`config.mk`:
```
export PLATFORM = sky130hd
export DESIGN_NAME = bcd_serial_counter
export DESIGN_NICKNAME = d
export VERILOG_FILES = /design/src/rtl/bcd_serial_counter_pkg.sv /design/src/rtl/bcd_serial_counter_inc.sv /design/src/rtl/bcd_serial_counter.sv
export SDC_FILE = /design/constraint.sdc
export NUM_CORES = 1
export LEC_CHECK = 0
export ABC_CLOCK_PERIOD_IN_PS = 1900
export CORE_ASPECT_RATIO = 1.5
export CORE_UTILIZATION = 43
export CTS_CLUSTER_DIAMETER = 60
export CTS_CLUSTER_SIZE = 28
export DETAILED_ROUTE_END_ITERATION = 10
export MAX_ROUTING_LAYER = met4
export PLACE_DENSITY = 0.76
export SLEW_MARGIN = 10
export SYNTH_ARGS = -nofsm -noshare
export SYNTH_HDL_FRONTEND = slang
export SYNTH_SLANG_ARGS = --single-unit
```
`constraint.sdc`:
```
create_clock -name clk -period 1.9 [get_ports clk]
set_input_delay 0.38 -clock clk [delete_from_list [all_inputs] [get_ports clk]]
set_output_delay 0.38 -clock clk [all_outputs]
set_load 0.005 [all_outputs]
```
`src/rtl/bcd_serial_counter_pkg.sv`:
```
// Shared types and constants for the serial BCD counter.
// Imported by the counter top and its digit incrementer.
package bcd_serial_counter_pkg;

  typedef enum logic [1:0] {
    IDLE = 2'd0,
    RUN  = 2'd1,
    DONE = 2'd2
  } state_e;

  localparam logic [3:0] BCD_MAX = 4'd9;

  function automatic logic nib_ok(
    input logic [3:0] n
  );
    return n <= BCD_MAX;
  endfunction

endpackage

```
`src/rtl/bcd_serial_counter_inc.sv`:
```
// Single-digit BCD incrementer, time-shared by the counter.
// Passes the digit through untouched when not enabled.
module bcd_incrementer
  import bcd_serial_counter_pkg::*;
(
  input  logic [3:0] in,
  input  logic       en,
  output logic [3:0] out,
  output logic       carry
);

  always_comb begin
    out   = in;
    carry = 1'b0;
    if (en) begin
      if (in >= BCD_MAX) begin
        out   = 4'd0;
        carry = 1'b1;
      end else begin
        out = in + 4'd1;
      end
    end
  end

endmodule

```
`src/rtl/bcd_serial_counter.sv`:
```
// Multi-digit BCD up-counter, one digit per clock through a
// shared incrementer; the ripple stops at the first no-carry.
module bcd_serial_counter
  import bcd_serial_counter_pkg::*;
#(
  parameter int DIGITS = 4
) (
  input  logic                  clk,
  input  logic                  reset,
  input  logic                  start,
  input  logic                  clear,
  input  logic                  load,
  input  logic [4*DIGITS-1:0]   load_val,
  output logic [4*DIGITS-1:0]   bcd_out,
  output logic                  ready,
  output logic                  done,
  output logic                  overflow,
  output logic                  err
);

  localparam int IW = $clog2(DIGITS);
  localparam int W  = 4 * DIGITS;

  state_e          state_q, state_d;
  logic [IW-1:0]   idx_q, idx_d;
  logic [W-1:0]    bcd_q, bcd_d;
  logic            ovf_q, ovf_d;
  logic            err_q, err_d;

  logic [IW+1:0]   sel;
  logic [3:0]      inc_in;
  logic [3:0]      inc_out;
  logic            inc_en;
  logic            inc_carry;
  logic            ld_ok;

  assign sel    = {idx_q, 2'b00};
  assign inc_in = bcd_q[sel +: 4];

  bcd_incrementer u_inc (
    .in    (inc_in),
    .en    (inc_en),
    .out   (inc_out),
    .carry (inc_carry)
  );

  always_comb begin
    ld_ok = 1'b1;
    for (int i = 0; i < DIGITS; i++) begin
      if (!nib_ok(load_val[4*i +: 4])) ld_ok = 1'b0;
    end
  end

  always_comb begin
    state_d = state_q;
    idx_d   = idx_q;
    bcd_d   = bcd_q;
    ovf_d   = ovf_q;
    err_d   = 1'b0;
    inc_en  = 1'b0;
    if (clear) begin
      state_d = IDLE;
      idx_d   = '0;
      bcd_d   = '0;
      ovf_d   = 1'b0;
    end else begin
      unique case (state_q)
        IDLE: begin
          if (load) begin
            if (ld_ok) bcd_d = load_val;
            else       err_d = 1'b1;
          end else if (start) begin
            state_d = RUN;
            idx_d   = '0;
          end
        end
        RUN: begin
          inc_en          = 1'b1;
          bcd_d[sel +: 4] = inc_out;
          // the top digit's carry-out is the wrap indication
          if (inc_carry && idx_q != IW'(DIGITS-1)) begin
            idx_d = idx_q + IW'(1);
          end else begin
            state_d = DONE;
            ovf_d   = inc_carry;
          end
        end
        DONE: begin
          state_d = IDLE;
          ovf_d   = 1'b0;
        end
        default: state_d = IDLE;
      endcase
    end
  end

  always_ff @(posedge clk) begin
    if (reset) begin
      state_q <= IDLE;
      idx_q   <= '0;
      bcd_q   <= '0;
      ovf_q   <= 1'b0;
      err_q   <= 1'b0;
    end else begin
      state_q <= state_d;
      idx_q   <= idx_d;
      bcd_q   <= bcd_d;
      ovf_q   <= ovf_d;
      err_q   <= err_d;
    end
  end

  assign bcd_out  = bcd_q;
  assign ready    = (state_q == IDLE);
  assign done     = (state_q == DONE);
  assign overflow = (state_q == DONE) && ovf_q;
  assign err      = err_q;

endmodule

```
==> Yosys cells after proc, flatten, opt, wreduce, memory -nomap -nowiden <==
Cells that the tools add are included.
{ "word_totals": {"input_bits": 21, "ramBits": 0, "memories": 0, "ff_bits": 22, "latchBits": 0, "rom_bits": 0, "output_inout_bits": 20, "wordCells": 63} }
{ "op_classes": {"bitwise_logic": 2, "addsub": 3, "mux": 25, "order_cmp": 5, "reduce_logical": 11, "shift": 3, "n_mul": 0, "n_eq_ne": 9, "div": 0} }
{ "op_table": {"columns": ["cell", "n"], "rows": [
  ["$mux 16", 2],
  ["$pmux 16 s2", 1],
  ["$bwmux 16", 1],
  ["$le 4x4->1 const B", 4],
  ["$shift 4x6->16 const A", 1],
  ["$shiftx 16x5->4", 1],
  ["$shiftx 4x6->16", 1],
  ["$mux 2", 6],
  ["$ne 2x2->1 const B", 6],
  ["$mux 1", 10],
  ["$mux 4", 2],
  ["$pmux 2 s2", 2],
  ["$neg 4->6", 1],
  ["$reduce_and 3->1", 2],
  ["$add 4x1->4 const B", 1],
  ["$ge 4x4->1 const B", 1],
  ["$reduce_and 4->1", 1],
  ["$reduce_bool 2->1", 2],
  ["$reduce_or 4->1", 1],
  ["$add 2x1->2 const B", 1],
  ["$eq 2x1->1 const B", 1],
  ["$eq 2x2->1 const B", 1],
  ["$logic_and 1x1->1", 2],
  ["$logic_not 2->1", 1],
  ["5 further kinds", 6]
]} }

==> Logic depth before layout (Yosys ltp) <==
{ "logic_depth": {"depth_word": 8, "ltp_mapped": 9} }

==> By module <==
Synthesis repeated with hierarchy kept, for this count alone.
{ "hier_totals": {"hier_cells": 176, "hier_area_um2": 1535.2} }
{ "by_module_without_submodules": {"columns": ["module", "area_per_inst_um2", "instances", "cells_each", "seq_area_each_um2"], "rows": [
  ["bcd_serial_counter", 1390.1, 1, 153, 440.4],
  ["bcd_incrementer", 145.1, 1, 23, 0.0]
]} }

==> Least setup slack after synthesis <==
Ideal clock, no wire load.
{ "synth_timing": {"kind": "register to register", "startpoint": "register idx_q[0]", "endpoint": "register idx_q[0]", "period_less_slack_ns": 2.124, "t_arrival_ns": 2.053, "setup_slack_ns": -0.224, "required_time_ns": 1.828, "stages_incl_launch_ff": 9, "cell_sequence": "dfxtp_1 buf_6 mux4_2 ha_1 nand2b_1 o21ai_2 nor3b_2 a31oi_4 mux2i_1"} }
{ "synth_between": {"elab_chain_cells": 7, "word_cells_on_any_way": 11} }
{ "synth_lines": {"columns": ["element", "line_no", "text"], "rows": [
  ["from (decl)", "bcd_serial_counter.sv:25", "logic [IW-1:0] idx_q, idx_d;"],
  ["from (signal assigned)", "bcd_serial_counter.sv:106", "idx_q <= idx_d;"],
  ["$shiftx 16x5->4", "bcd_serial_counter.sv:38", "assign inc_in = bcd_q[sel +: 4];"],
  ["$ge 4x4->1", "bcd_serial_counter_inc.sv:16", "if (in >= BCD_MAX) begin"],
  ["$mux 1", "bcd_serial_counter_inc.sv:16", null],
  ["$mux 1", "bcd_serial_counter_inc.sv:15", "if (en) begin"],
  ["$logic_and 1x1->1", "bcd_serial_counter.sv:81", "if (inc_carry && idx_q != IW'(DIGITS-1)) begin"],
  ["$ne 2x2->1 (no line)", null, null],
  ["$reduce_and 4->1 (no line)", null, null]
]} }
Several ways; a longest one is shown, not always the timed one. The select of a mux whose other input is x is not followed.
A chain may end at the register's enable or synchronous reset.

==> Worst setup path after layout <==
Ends and elaborated chain as after synthesis.

==> metrics.yaml <==
outcome: "complete, but fails checks"
violations: "setup timing"
wl_per_cell_um: 18.7
synth.avg_cell_area_um2: 8.37
die_h_um: 73.7
io_buffer_count: 40
yosys_warnings: 0
worst_ir_drop_vdd_mv: 0.488
fin_nets: 282
drc: 0
crit_chain: "mux4_2 -> inv_1 -> ha_4 -> nand2b_4 -> o21ai_4 -> nor3b_2 -> a31oi_4 -> mux2i_2"
dpl.hpwl_mm: 3.88
synthFlopType: "dfxtp_1"
grt_max_degree: 14
leakage_nw: 0.971
arrival_ns: 2.32
grt_pass1_wl_mm: 7.86
relSlewSlack_pct: 68.8
async_reset_ff_share_pct: 0
worst_slack_ns: -0.243
first_global_vias: 1661
finalPower_mw: 1.14
crit_type: "register to register"
synth.distinct_cells: 39
cts.htree.levels: 1
drv_slew: 0
start_util_pct: 45.7
hp-start: "bcd_out[6]"
area_growth_pct: 60.7
dr.pass1.iters: 4
startpoint: "idx_q[0]"
drt-initial-drc-count: 51
rsz0062_at_grt: "yes"
final_area_um2: 2370
insertedDiodeCount: 0
ys_seq_area_share_pct: 29.9
core.rowCount: 25
core_area_um2: 3220
hold_ws_ns: 0.534
max_freq_mhz: 467
cts-root-buf: "clkbuf_8"
die_w_um: 49.8
tightest_slew_ns: 0.467
track_usage_pct: 29.7
wl_mm: 5.47
hold_buffers: 0
drive_above_1_share_pct: 28.5
synth_edf_count: 0
setup_viol: 20
end_kind: "register"
finalHoldViolCount: 0
grt_overflow: 0
fin_worst_skew_ns: 0.000916
worstHoldPathType: "register to register"
fin_crit_sh_pct: 113
finalCriticalPeriod_ns: 2.14
cp_max_fo: 4
syn_inst: 176
placed_cell_area_um2: 2160
drv_cap: 0
antenna_found_initial: 0
vias_per_cell: 5.85
numCtsBuffers: 3
cts.sinks: 22
cp_slowest_cell: "mux4_2"
timing.rr.start: "idx_q[0]"
clk_pin_slew_ns: 0.08
cts_tree: "done"
place_congestion: 0.951
io_pins: 41
clk_latency_ns: 0.27
slowest_delay_ns: 0.58
cp.required_ns: 2.08
syn_area_um2: 1470
synth_seq_cells: 22
ant_nets: 0
die-area_um2: 3670
worstSetupStartpointType: "register"
power_density_nw_per_um2: 480
syn-num-nets: 204
post-route-util_pct: 73.5
clk_path_buf_depth: 2
num_vias: 1714
state kept, by name, summed over array words and instances (netlist names):
register and count:
ovf_q 1, idx_q 2, err 1, state_q 2, bcd_out 16
worst max-delay path, delay by kind of cell (launching register included):
kind	cells	cell delay [ns]
fa+ha+maj	1	0.16
mux	2	0.86
flops	1	0.38
compound gates	2	0.37
simple gates	2	0.15
buf+inv	1	0.13
cell usage after synthesis (4+ instances only):
cell type	n	area share (%)
mux4_2	4	6.1
ha_1	7	5.9
and2_1	9	3.8
nand2b_1	7	3.0
dfxtp_1	22	30
inv_1	5	1.3
o22a_1	5	3.0
nand2_1	29	7.4
o21ai_0	16	5.4
nor2_1	11	2.8
a2bb2oi_1	8	4.8
a21oi_1	12	4.1
path summary, 6_finish.rpt:
path	end	slack, ns	cells past startpoint
hold reg to reg	bcd_out[6]	0.53	1
setup reg to reg	idx_q[0]	-0.24	8
setup / recovery	idx_q[0]	-0.24	8
hold / removal	bcd_out[6]	0.53	1
where the power goes:
group | total, mW | switching [mW] | internal [mW]
registers | 0.475 | 0.00769 | 0.467
logic | 0.212 | 0.0927 | 0.120
clock network | 0.449 | 0.167 | 0.282
timing repair:
item | 4_1_cts | 5_1_grt
endpoints found under the setup margin | 21 | 22
pin swaps | 1 | 1
gates resized for setup | 5 | 17
buffers inserted | 2 | 3
kinds of logic (layout without fill, tap and decap cells):
group,after synthesis,count (layout),synth area share (%)
compound gates,53,53,24.7
fa+ha+maj,7,7,5.94
buf+inv,10,87,3.14
flops,22,22,29.9
mux,8,8,8.91
simple gates,76,76,27.4
placed cells by master (no fill, tap or decap), drive strengths merged, types with 4 or more instances in the layout:
master         count
a21oi             12
o21ai             19
o22a               6
inv                5
nor2              12
a2bb2oi            8
clkdlybuf4s50     40
buf               38
dfxtp             22
nand2             29
ha                 7
and2               9
mux4               4
nand2b             7
stage by stage:
step	setup slack, ns	std cells	setup TNS, ns
finish	-0.243	293	-3.08
global route	-0.284	293	-4.04
CTS	-0.189	290	-1.54
detailed placement	-0.338	284	-4.91
global placement	-0.322	284	-4.34
floorplan	-0.0941	176	-0.601
layer usage:
layer / part of all wire (%) / vias up / track usage, %
met2: 52 / 74 / 53.0
met4: 4.3 / 0 / 17.5
met5: 0 / - / -
met1: 39 / 825 / 30.5
li1: - / 793 / -
met3: 4.7 / 22 / 4.14
final cells by class:
| type | instances | area (um2) |
|---|---|---|
| Clock buffer | 3 | 41.3 |
| Clock inverter | 1 | 30.0 |
| Fill cell | 238 | 853 |
| Inverter | 5 | 21.3 |
| Multi-Input combinational cell | 144 | 1080 |
| Sequential cell | 22 | 448 |
| Tap cell | 40 | 50.0 |
| Timing Repair Buffer | 78 | 697 |
(Power assumes the default switching activity.)
